==> config.mk <==
export PLATFORM = sky130hd
export DESIGN_NAME = alu_req_arbiter
export DESIGN_NICKNAME = d
export VERILOG_FILES = /design/src/rtl/alu_req_arbiter.sv
export SDC_FILE = /design/constraint.sdc
export NUM_CORES = 1
export LEC_CHECK = 0
export CORE_AREA = 2 2 81 83
export DETAILED_ROUTE_END_ITERATION = 8
export DIE_AREA = 0 0 83 85
export PLACE_DENSITY = 0.78
export SYNTH_ARGS = -nofsm -noshare
export SYNTH_HDL_FRONTEND = slang
export SYNTH_SLANG_ARGS = --single-unit
==> constraint.sdc <==
create_clock -name clk -period 2.76 [get_ports clk]
set_input_delay 0.276 -clock clk [delete_from_list [all_inputs] [get_ports clk]]
set_output_delay 0.276 -clock clk [all_outputs]
set_load 0.03 [all_outputs]
==> src/rtl/alu_req_arbiter.sv <==
`default_nettype none
// ============================================================================
// Module      : alu_req_arbiter
// Description : Round-robin arbiter and sequencer in front of the shared ALU,
//               returning results on a single tagged response channel.
// Revision    : 1.0 - initial release
// ============================================================================
module alu_req_arbiter #(
    parameter int WIDTH   = 8,
    parameter int ALU_LAT = 1
) (
    input  logic             clk,
    input  logic             rst,
    input  logic             req0_valid,
    output logic             req0_ready,
    input  logic             req0_mode,
    input  logic             req0_cin,
    input  logic [3:0]       req0_cmd,
    input  logic [1:0]       req0_inp_valid,
    input  logic [WIDTH-1:0] req0_opa,
    input  logic [WIDTH-1:0] req0_opb,
    input  logic             req1_valid,
    output logic             req1_ready,
    input  logic             req1_mode,
    input  logic             req1_cin,
    input  logic [3:0]       req1_cmd,
    input  logic [1:0]       req1_inp_valid,
    input  logic [WIDTH-1:0] req1_opa,
    input  logic [WIDTH-1:0] req1_opb,
    output logic             rsp_valid,
    input  logic             rsp_ready,
    output logic             rsp_id,
    output logic [WIDTH:0]   rsp_res,
    output logic [5:0]       rsp_flags,
    output logic             alu_ce,
    output logic             alu_mode,
    output logic             alu_cin,
    output logic [3:0]       alu_cmd,
    output logic [1:0]       alu_inp_valid,
    output logic [WIDTH-1:0] alu_opa,
    output logic [WIDTH-1:0] alu_opb,
    input  logic [WIDTH:0]   alu_res,
    input  logic             alu_err,
    input  logic             alu_oflow,
    input  logic             alu_cout,
    input  logic             alu_g,
    input  logic             alu_l,
    input  logic             alu_e,
    output logic             busy
);

    localparam logic [2:0] c_st_idle   = 3'd0;
    localparam logic [2:0] c_st_issue  = 3'd1;
    localparam logic [2:0] c_st_wait   = 3'd2;
    localparam logic [2:0] c_st_bypass = 3'd3;
    localparam logic [2:0] c_st_resp   = 3'd4;
    localparam logic [3:0] c_lat       = 4'(ALU_LAT);

    logic [2:0]       r_state;
    logic             r_last_grant;
    logic             r_id;
    logic [3:0]       r_cnt;
    logic             r_rsp_valid;
    logic [WIDTH:0]   r_rsp_res;
    logic [5:0]       r_rsp_flags;
    logic             r_alu_ce;
    logic             r_alu_mode;
    logic             r_alu_cin;
    logic [3:0]       r_alu_cmd;
    logic [1:0]       r_alu_inp_valid;
    logic [WIDTH-1:0] r_alu_opa;
    logic [WIDTH-1:0] r_alu_opb;

    logic             w_grant;
    logic             w_idle;
    logic             w_hs;
    logic             w_mode;
    logic             w_cin;
    logic [3:0]       w_cmd;
    logic [1:0]       w_inp_valid;
    logic [WIDTH-1:0] w_opa;
    logic [WIDTH-1:0] w_opb;

    // On a tie the requester that did not win last time gets the grant.
    assign w_grant     = (req0_valid && req1_valid) ? ~r_last_grant : req1_valid;
    // Reset gates ready so no output can be high while rst is asserted.
    assign w_idle      = (r_state == c_st_idle) && !rst;
    assign req0_ready  = w_idle && req0_valid && !w_grant;
    assign req1_ready  = w_idle && req1_valid && w_grant;
    assign w_hs        = req0_ready || req1_ready;

    assign w_mode      = w_grant ? req1_mode      : req0_mode;
    assign w_cin       = w_grant ? req1_cin       : req0_cin;
    assign w_cmd       = w_grant ? req1_cmd       : req0_cmd;
    assign w_inp_valid = w_grant ? req1_inp_valid : req0_inp_valid;
    assign w_opa       = w_grant ? req1_opa       : req0_opa;
    assign w_opb       = w_grant ? req1_opb       : req0_opb;

    always_ff @(posedge clk or posedge rst) begin
        if (rst) begin
            r_state         <= c_st_idle;
            r_last_grant    <= 1'b1;
            r_id            <= 1'b0;
            r_cnt           <= 4'd0;
            r_rsp_valid     <= 1'b0;
            r_rsp_res       <= '0;
            r_rsp_flags     <= 6'd0;
            r_alu_ce        <= 1'b0;
            r_alu_mode      <= 1'b0;
            r_alu_cin       <= 1'b0;
            r_alu_cmd       <= 4'd0;
            r_alu_inp_valid <= 2'd0;
            r_alu_opa       <= '0;
            r_alu_opb       <= '0;
        end else begin
            case (r_state)
                c_st_idle: begin
                    if (w_hs) begin
                        r_last_grant <= w_grant;
                        r_id         <= w_grant;
                        if (w_inp_valid == 2'b00) begin
                            r_state <= c_st_bypass;
                        end else begin
                            // ALU bus is loaded here so it is live during ISSUE.
                            r_state         <= c_st_issue;
                            r_alu_ce        <= 1'b1;
                            r_alu_mode      <= w_mode;
                            r_alu_cin       <= w_cin;
                            r_alu_cmd       <= w_cmd;
                            r_alu_inp_valid <= w_inp_valid;
                            r_alu_opa       <= w_opa;
                            r_alu_opb       <= w_opb;
                        end
                    end
                end
                c_st_issue: begin
                    r_alu_ce <= 1'b0;
                    r_cnt    <= c_lat;
                    r_state  <= c_st_wait;
                end
                c_st_wait: begin
                    if (r_cnt == 4'd1) begin
                        r_rsp_res   <= alu_res;
                        r_rsp_flags <= {alu_err, alu_oflow, alu_cout, alu_g, alu_l, alu_e};
                        r_rsp_valid <= 1'b1;
                        r_state     <= c_st_resp;
                    end else begin
                        r_cnt <= r_cnt - 4'd1;
                    end
                end
                c_st_bypass: begin
                    r_rsp_res   <= '0;
                    r_rsp_flags <= 6'b100000;
                    r_rsp_valid <= 1'b1;
                    r_state     <= c_st_resp;
                end
                c_st_resp: begin
                    if (rsp_ready) begin
                        r_rsp_valid <= 1'b0;
                        r_state     <= c_st_idle;
                    end
                end
                default: begin
                    r_state <= c_st_idle;
                end
            endcase
        end
    end

    assign rsp_valid     = r_rsp_valid;
    assign rsp_id        = r_id;
    assign rsp_res       = r_rsp_res;
    assign rsp_flags     = r_rsp_flags;
    assign alu_ce        = r_alu_ce;
    assign alu_mode      = r_alu_mode;
    assign alu_cin       = r_alu_cin;
    assign alu_cmd       = r_alu_cmd;
    assign alu_inp_valid = r_alu_inp_valid;
    assign alu_opa       = r_alu_opa;
    assign alu_opb       = r_alu_opb;
    assign busy          = (r_state != c_st_idle);

endmodule
`default_nettype wire
---- Word level (Yosys, flattened, before mapping) ----
Cells that the tools add are included.
word-level totals
  bits in registers ....................... 50
  input port bits ......................... 68
  output and inout bits ................... 45
  word-level logic and storage cells ...... 74
operators by class
  $add $sub $neg .......................... 1
  equal/unequal tests ..................... 10
  muxes and demuxes ....................... 24
  bitwise gates (word level) .............. 2
  reductions and logical operators ........ 23
operators by type and width
  kind                 count
  $pmux 9 s2           1
  $mux 8               2
  $pmux 3 s5           1
  $pmux 6 s2           1
  $reduce_and 3->1     4
  $ne 2x2->1 const B   5
  $mux 3               3
  $mux 9               1
  $mux 4               2
  $pmux 4 s2           1
  $mux 1               7
  $eq 3x2->1 const B   2
  $logic_and 1x1->1    6
  $mux 6               1
  $reduce_and 2->1     3
  $reduce_bool 2->1    3
  $reduce_bool 3->1    2
  $eq 4x1->1 const B   1
  $mux 2               2
  $sub 4x1->4 const B  1
  $eq 3x1->1 const B   1
  $eq 3x3->1 const B   1
  $logic_not 3->1      1
  $pmux 1 s3           1
  5 further kinds      7

---- Logic depth before layout (Yosys ltp) ----
Gate-level depths: netlist of the first run.
  depth after elaboration ................. 7
  depth in mapped cells ................... 7
  gate-level depth less buffers ........... 6

---- Worst setup path after synthesis of the first run ----
Ideal clock, no wire load.
  path type ............................... reg-to-reg
  start point ............................. register r_state[1]
  end point ............................... register r_alu_cmd[2], in the netlist alu_cmd[2]
  setup time .............................. 0.141 ns
  data arrival time ....................... 1.964 ns
  data required time ...................... 2.619 ns
  slack ................................... 0.655 ns
  stages on the path, launching flop included .. 8
  path buffers ............................ 3
  period minus slack after synthesis ...... 2.105 ns
  path through ............................ dfrtp_1 > buf_4 > or4_4 > or4_1 > buf_2 > buf_6 > o22ai_2 > a21oi_1
between the ends
  word-level cells in the longest chain between the ends .. 6
  elaborated cells on any way between the ends .. 8
  those cells by class .................... 8 x reduce/logical
RTL lines
  item                                                      RTL line  RTL
  from (decl)                                               59        logic [2:0] r_state;
  from (signal assigned)                                    101       r_state <= c_st_idle;
  from (signal assigned)                                    122       r_state <= c_st_bypass;
  from (signal assigned)                                    125       r_state <= c_st_issue;
  $logic_not 3->1 (*)                                       87, 116
  $logic_and 1x1->1                                         87        assign w_idle = (r_state == c_st_idle) && !rst;
  $logic_and 1x1->1, on equally long branches (2 in a row)  88, 89
  $logic_or 1x1->1                                          90        assign w_hs = req0_ready || req1_ready;
  $reduce_and 3->1 (no line) (*)                            n/a
  to (signal assigned)                                      129       r_alu_cmd <= w_cmd;
  to (decl)                                                 69        logic [3:0] r_alu_cmd;
Every way passes the cells marked *; elsewhere a longest branch is shown, timed or not.
A chain may end at the register's enable or synchronous reset.

---- Worst setup path after layout of the first run ----
  start point ............................. register r_state[0]
  end point ............................... output port req0_ready
between the ends
  word-level cells in the longest chain between the ends .. 4
RTL lines
  item                            RTL line  RTL
  $logic_not 3->1                 87
  $logic_and 1x1->1               87
  $logic_and 1x1->1 (2 in a row)  88        assign req0_ready = w_idle && req0_valid && !w_grant;
  to (decl)                       15        output logic req0_ready,
No other way between the ends.

==> impl_metrics.py, run 1 <==
metrics = {
    "finish": {
        "fillCellCount": 506,
        "area.growth.synth_to_final_pct": 51.18,
        "layout.area.seq_um2": 1252,
        "num_antenna_cells": 0,
        "multi_input_gate_area_um2": 1122,
        "layout.nets": 420,
        "layout_cell_share_with_drive_strength_beyond_1_pct": 9.972,
    },
    "setup_path": {
        "critical_path.endpoint_type": "primary output",
        "crit_path_start_kind": "flip-flop",
        "timing.critical_path.cells": "nor4_1 > nand2_1 > nor2_1 > clkdlybuf4s50_1",
        "setup.reg_to_reg.worst_slack_ns": 0.51,
        "reg2reg_depth": 5,
        "cp_max_fo": 12,
        "worst_r2r_startpoint": "r_state[0]",
        "r2r_end": "alu_opb[1]",
        "crit_arrival_ns": 2.30,
        "worst-setup-path-type": "reg2out",
        "critPathRequiredTime_ns": 2.48,
        "cp_slowest_cell": "clkdlybuf4s50_1",
        "timing.critical_path.slowest_cell_delay_ns": 0.72,
    },
    "timing": {
        "hold_violations": 0,
        "relative_max_transition_margin_pct": 21.99,
        "rsz0062_at_grt": "no",
        "worst-slew-pin-transition_ns": 1.162,
        "timing.final.crit_period_ns": 2.576,
        "worst_clock_skew_ns": 0.007469,
        "layout_worst_path_cycle_share_pct": 93.32,
        "achievable-frequency_mhz": 388.2,
        "final-setup-viol-count": 0,
        "maxSlewViolCount": 0,
        "fin_setup_tns_ns": 0,
    },
    "global_routing": {
        "wire_length_of_the_first_global_routing_pass_um": 11990,
        "globalRouteMet2Util_pct": 34.97,
        "top_usage_layer": "met2",
        "vias_in_the_first_global_route": 2439,
        "largest_net_degree_at_the_start_of_global_routing": 40,
        "gr-usage-met1_pct": 26.77,
        "number_of_antenna_violations_at_the_first_check_in_global_routing": 0,
        "global_route.usage.total_pct": 20.97,
        "globalRoute.totalOverflow": 0,
        "grt_use_met3_pct": 4.961,
    },
    "clock_network": {
        "cts.sinks": 50,
        "h-tree-depth": 2,
        "cts.reportedPaths.clkPinSlew_ns": 0.10,
        "post-cts-setup-buffers": 0,
        "cts_hold_repair.buffers": 0,
        "cts.repair.resized": 0,
        "cts_made_buffers": 5,
        "cts_root_buf": "clkbuf_8",
        "clk-insertion-delay-late_ns": 0.31,
        "cts_tree": "yes",
        "max-clock-path-buffers": 2,
    },
    "yosys": {
        "synth-edff-count": 0,
        "post-synth-top-count-cell": "dfrtp_1",
        "yosys_warnings": 0,
        "syn_avg_cell_area_um2": 10.23,
        "synth_cells": 244,
        "async_flop_share_pct": 100.0,
        "most_used_flip_flop_cell_after_synthesis": "dfrtp_1",
        "yosys-top-cells-count": "dfrtp_1 (49), o22ai_1 (29), a21oi_1 (28), nand2b_1 (18), a22o_1 (14)",
        "ys_ff_latch": 50,
        "synth.cell_area_um2": 2496,
        "post-synth-top-area-cell": "dfrtp_1",
        "syn_nets": 314,
        "ys_seq_area_share_pct": 50.18,
        "synth.top_cell.area_share_pct": 49.12,
        "synth_top_cells_by_area": "dfrtp_1 (49%), o22ai_1 (7.3%), a21oi_1 (5.6%)",
        "ys_types": 41,
    },
    "routing": {
        "drt.antenna.violating_nets": 0,
        "route.detailed.drc": 0,
        "drt-initial-drc-count": 139,
        "firstDrtPassIters": 4,
        "routed_via_density": 5.465,
        "wl_per_cell_um": 16.77,
        "number_of_vias_after_detailed_routing": 2339,
        "routed_wl_um": 7177,
    },
    "hold_path": {
        "timing.hold.worst.class": "in2async",
    },
    "run_status": {
        "run_status": "completed",
    },
    "placed_design": {
        "hpwl_um": 5199,
        "place.gp.congestion": 0.7725,
        "place.port_buffers": 112,
    },
    "power": {
        "leakage_power_total_nw": 1.531,
        "ir_drop_uv": 619.0,
        "power.density_nw_per_um2": 1098,
        "post_layout_total_power_w": 0.004143,
    },
    "die": {
        "top_level_ports": 113,
        "start_util_pct": 40.23,
        "die_width_um": 83,
        "die-height_um": 85,
        "placeableCoreArea_um2": 6205,
        "placementRows": 29,
        "die_area_um2": 7055,
    },
    "run": {
        "max-cap-violations": 0,
    },
}
-- flip-flops by register name, indices dropped and copies added, names as in the netlist, 2 cells and up --
register,flops
rsp_res,9
alu_opa,8
alu_opb,8
rsp_flags,6
alu_cmd,4
r_cnt,4
r_state,3
alu_inp_valid,2
-- layout by cell type, fill, tap and decap left out, types with 2 or more instances in the layout --
cell type        Yosys  layout
clkdlybuf4s50_1      0     112
dfrtp_1             49      49
o22ai_1             29      29
a21oi_1             28      28
nand2b_1            18      18
a22o_1              14      14
nor2_1              13      13
o22ai_2             11      11
o21ai_0             10       9
inv_1               10       9
o2bb2ai_1            6       6
buf_4                2       6
clkbuf_8             0       5
nand2_1              4       4
a32oi_1              3       3
o21ai_1              1       2
or2_2                2       2
mux2_2               2       2
nand3_1              2       2
a31oi_1              2       2
ha_1                 2       2
inv_6                0       2
-- per-stage QoR --
stage | setup slack [ns] | instances | hold slack [ns] | utilization [%] | cell area [um2]
2_1_floorplan | 0.6547 | 244 | 0.3389 | - | 2496
3_3_place_gp | 0.4271 | 420 | 0.4629 | 59.29 | 3679
3_5_place_dp | 0.4102 | 420 | 0.4694 | 59.29 | 3679
4_1_cts | 0.1886 | 428 | 0.2867 | 60.82 | 3774
5_1_grt | 0.04128 | 428 | 0.3265 | 60.82 | 3774
6_report | 0.1843 | 428 | 0.2759 | 60.82 | 3774
-- worst max path at each step --
stage,start,end,slack [ns],cells after the start
global placement,rst,req1_ready,0.43,4
floorplan,r_state[1],alu_cmd[2],0.65,7
global route,r_state[0],req0_ready,0.04,4
detailed placement,rst,alu_opa[0],0.41,6
finish,r_state[0],req0_ready,0.18,4
CTS,r_state[0],req1_ready,0.19,3
-- report_power, final --
part / total, W / leakage [nW] / switching [W] / internal [W]
logic: 0.00232 / 0.880 / 0.00127 / 0.00105
registers: 0.00136 / 0.602 / 0.000291 / 0.00107
clock network: 0.000456 / 0.0491 / 0.000269 / 0.000187
total: 0.00414 / 1.53 / 0.00183 / 0.00231
-- per-layer routing --
metal / share of wire (%) / wire (um) / vias up
met3: 4.7 / 335 / 19
met5: 0 / 0 / -
li1: - / - / 1123
met2: 49 / 3510 / 71
met4: 3.1 / 225 / 0
met1: 43 / 3106 / 1126
-- final cells by class --
cell class | instances | area share [%]
tap | 77 | 2.553
clock inverter | 3 | 0.6963
inverter | 11 | 1.094
sequential | 50 | 33.19
timing repair buffer | 118 | 30.90
clock buffer | 5 | 1.824
multi-input combinational | 164 | 29.74
-- worst max-delay path: cells and delay by family (launching register included) --
kind,cells,cell delay [ns]
flops,1,0.52
simple gates,3,0.75
buf+inv,1,0.72
-- logic make-up (layout without fill, tap and decap cells) --
group / after synthesis / after routing / synth area share (%)
fa+ha+maj: 2 / 2 / 1.002
compound gates: 112 / 112 / 31.78
buf+inv: 30 / 137 / 5.514
simple gates: 47 / 47 / 10.23
flops: 50 / 50 / 50.18
mux: 3 / 3 / 1.303
Power figures use the tool's default switching activity.
==> inputs of run 2 (changes only) <==
CORE_AREA = 3 3 82 84   (was 2 2 81 83)
DIE_AREA = 0 0 85 87   (was 0 0 83 85)
==> run 2 against run 1 <==
Non-clock buffer count increased by 1; sequential power about the same; cell area up 0.83%; via count rose by 1.5%; register-to-register slack lost 0.02 ns; total power up 0.22%; sequential share of layout area down 0.27 points.
==> impl_metrics.py, run 2 (same netlist as run 1, synthesis figures left out) <==
metrics = {
    "global_routing": {
        "vias_in_the_first_global_route": 2318,
        "wire_length_of_the_first_global_routing_pass_um": 11670,
        "number_of_antenna_violations_at_the_first_check_in_global_routing": 0,
        "largest_net_degree_at_the_start_of_global_routing": 40,
        "globalRoute.totalOverflow": 0,
        "global_route.usage.total_pct": 19.79,
    },
    "die": {
        "die-height_um": 87,
        "die_width_um": 85,
        "placeableCoreArea_um2": 5991,
        "placementRows": 28,
        "top_level_ports": 113,
        "start_util_pct": 41.67,
        "die_area_um2": 7395,
    },
    "setup_path": {
        "r2r_end": "alu_opb[4]",
        "reg2reg_depth": 5,
        "worst-setup-path-type": "reg2out",
        "timing.critical_path.from": "r_state[0]",
        "setup.reg_to_reg.worst_slack_ns": 0.49,
        "cp_max_fo": 12,
        "critical_path.endpoint_type": "primary output",
        "crit_path_start_kind": "flip-flop",
        "crit_arrival_ns": 2.30,
        "worst_setup_path_endpoint": "req1_ready",
        "critPathRequiredTime_ns": 2.48,
        "worst_r2r_startpoint": "r_state[0]",
    },
    "routing": {
        "drt-initial-drc-count": 163,
        "routed_wl_um": 7142,
        "number_of_vias_after_detailed_routing": 2373,
        "drt.antenna.violating_nets": 0,
        "routed_via_density": 5.557,
        "firstDrtPassIters": 4,
        "wl_per_cell_um": 16.73,
        "route.detailed.drc": 0,
    },
    "clock_network": {
        "post-cts-setup-buffers": 0,
        "cts_hold_repair.buffers": 0,
        "cts_tree": "yes",
        "cts_root_buf": "clkbuf_8",
        "cts.sinks": 50,
        "cts_made_buffers": 5,
        "cts.repair.resized": 0,
        "h-tree-depth": 2,
        "clk-insertion-delay-late_ns": 0.30,
        "cts.reportedPaths.clkPinSlew_ns": 0.10,
        "max-clock-path-buffers": 2,
    },
    "run_status": {
        "run_status": "completed",
    },
    "finish": {
        "area.growth.synth_to_final_pct": 52.43,
        "num_antenna_cells": 0,
        "layout.nets": 421,
        "layout_cell_share_with_drive_strength_beyond_1_pct": 10.80,
        "finish.instance_area_um2": 3805,
        "largest_register_ff_count": 9,
        "fin_util_pct": 63.51,
        "mostFrequentLayoutCell": "clkdlybuf4s50_1",
        "layout_common_cells": "clkdlybuf4s50_1 (112), dfrtp_1 (49), o22ai_1 (29)",
    },
    "timing": {
        "fin_setup_tns_ns": 0,
        "worst-slew-pin-transition_ns": 0.9557,
        "achievable-frequency_mhz": 387.9,
        "hold_violations": 0,
        "final-setup-viol-count": 0,
        "worst_clock_skew_ns": 0.005754,
        "rsz0062_at_grt": "no",
        "maxSlewViolCount": 0,
        "timing.final.crit_period_ns": 2.578,
        "layout_worst_path_cycle_share_pct": 93.41,
        "relative_max_transition_margin_pct": 36.28,
    },
    "placed_design": {
        "place.port_buffers": 112,
        "place.gp.congestion": 0.8349,
        "hpwl_um": 5214,
        "dpl-instance-area_um2": 3700,
    },
    "run": {
        "max-cap-violations": 0,
    },
    "power": {
        "leakage_power_total_nw": 1.541,
        "ir_drop_uv": 588.5,
        "power.density_nw_per_um2": 1091,
    },
    "hold_path": {
        "timing.hold.worst.class": "in2async",
    },
}
run 2: layout make-up:
class                   count  area (um2)
fillers                   486        2186
flip-flops and latches     50        1252
repair buffers            119        1186
multi-input cells         164        1132
well taps                  75       93.84
clock buffers               6       82.58
inverters                  11       41.29
clock inverters             2       16.27
run 2: worst min path at each step:
stage,start,endpoint,slack (ns),depth (start not counted)
floorplan,req0_valid,r_last_grant,0.34,1
global placement,rsp_id,rsp_id,0.47,1
detailed placement,alu_inp_valid[0],alu_inp_valid[0],0.48,1
CTS,rst,alu_cmd[2],0.40,2
global route,rst,rsp_res[6],0.44,2
finish,rst,alu_opb[7],0.42,2
run 2: layer usage:
layer  vias up  GRT usage [%]  part of all wire, %
li1       1128              -                    -
met1      1152          26.93                   44
met2        85          31.50                   49
met3         8          4.068                  5.4
met4         0          6.906                  1.8
met5         -              0                    0
run 2: metrics by stage:
step / instances / hold slack [ns] / power [W] / setup WS, ns
2_1_floorplan: 244 / 0.3389 / 0.002763 / 0.6547
3_3_place_gp: 419 / 0.4672 / 0.003656 / 0.2741
3_5_place_dp: 419 / 0.4773 / 0.003701 / 0.1774
4_1_cts: 427 / 0.3989 / 0.004167 / 0.1111
5_1_grt: 427 / 0.4437 / 0.004405 / 0.09144
6_report: 427 / 0.4183 / 0.004152 / 0.1820
run 2: worst max-delay path: stages (launching register included):
cell	delay, ns
dfrtp_1	0.53
or4_4	0.60
nor2_1	0.18
clkdlybuf4s50_1	0.69
run 2: power by group:
part / switching (W) / internal [W]
combinational: 0.00126 / 0.00106
sequential: 0.000294 / 0.00107
clock: 0.000254 / 0.000207
total: 0.00181 / 0.00234
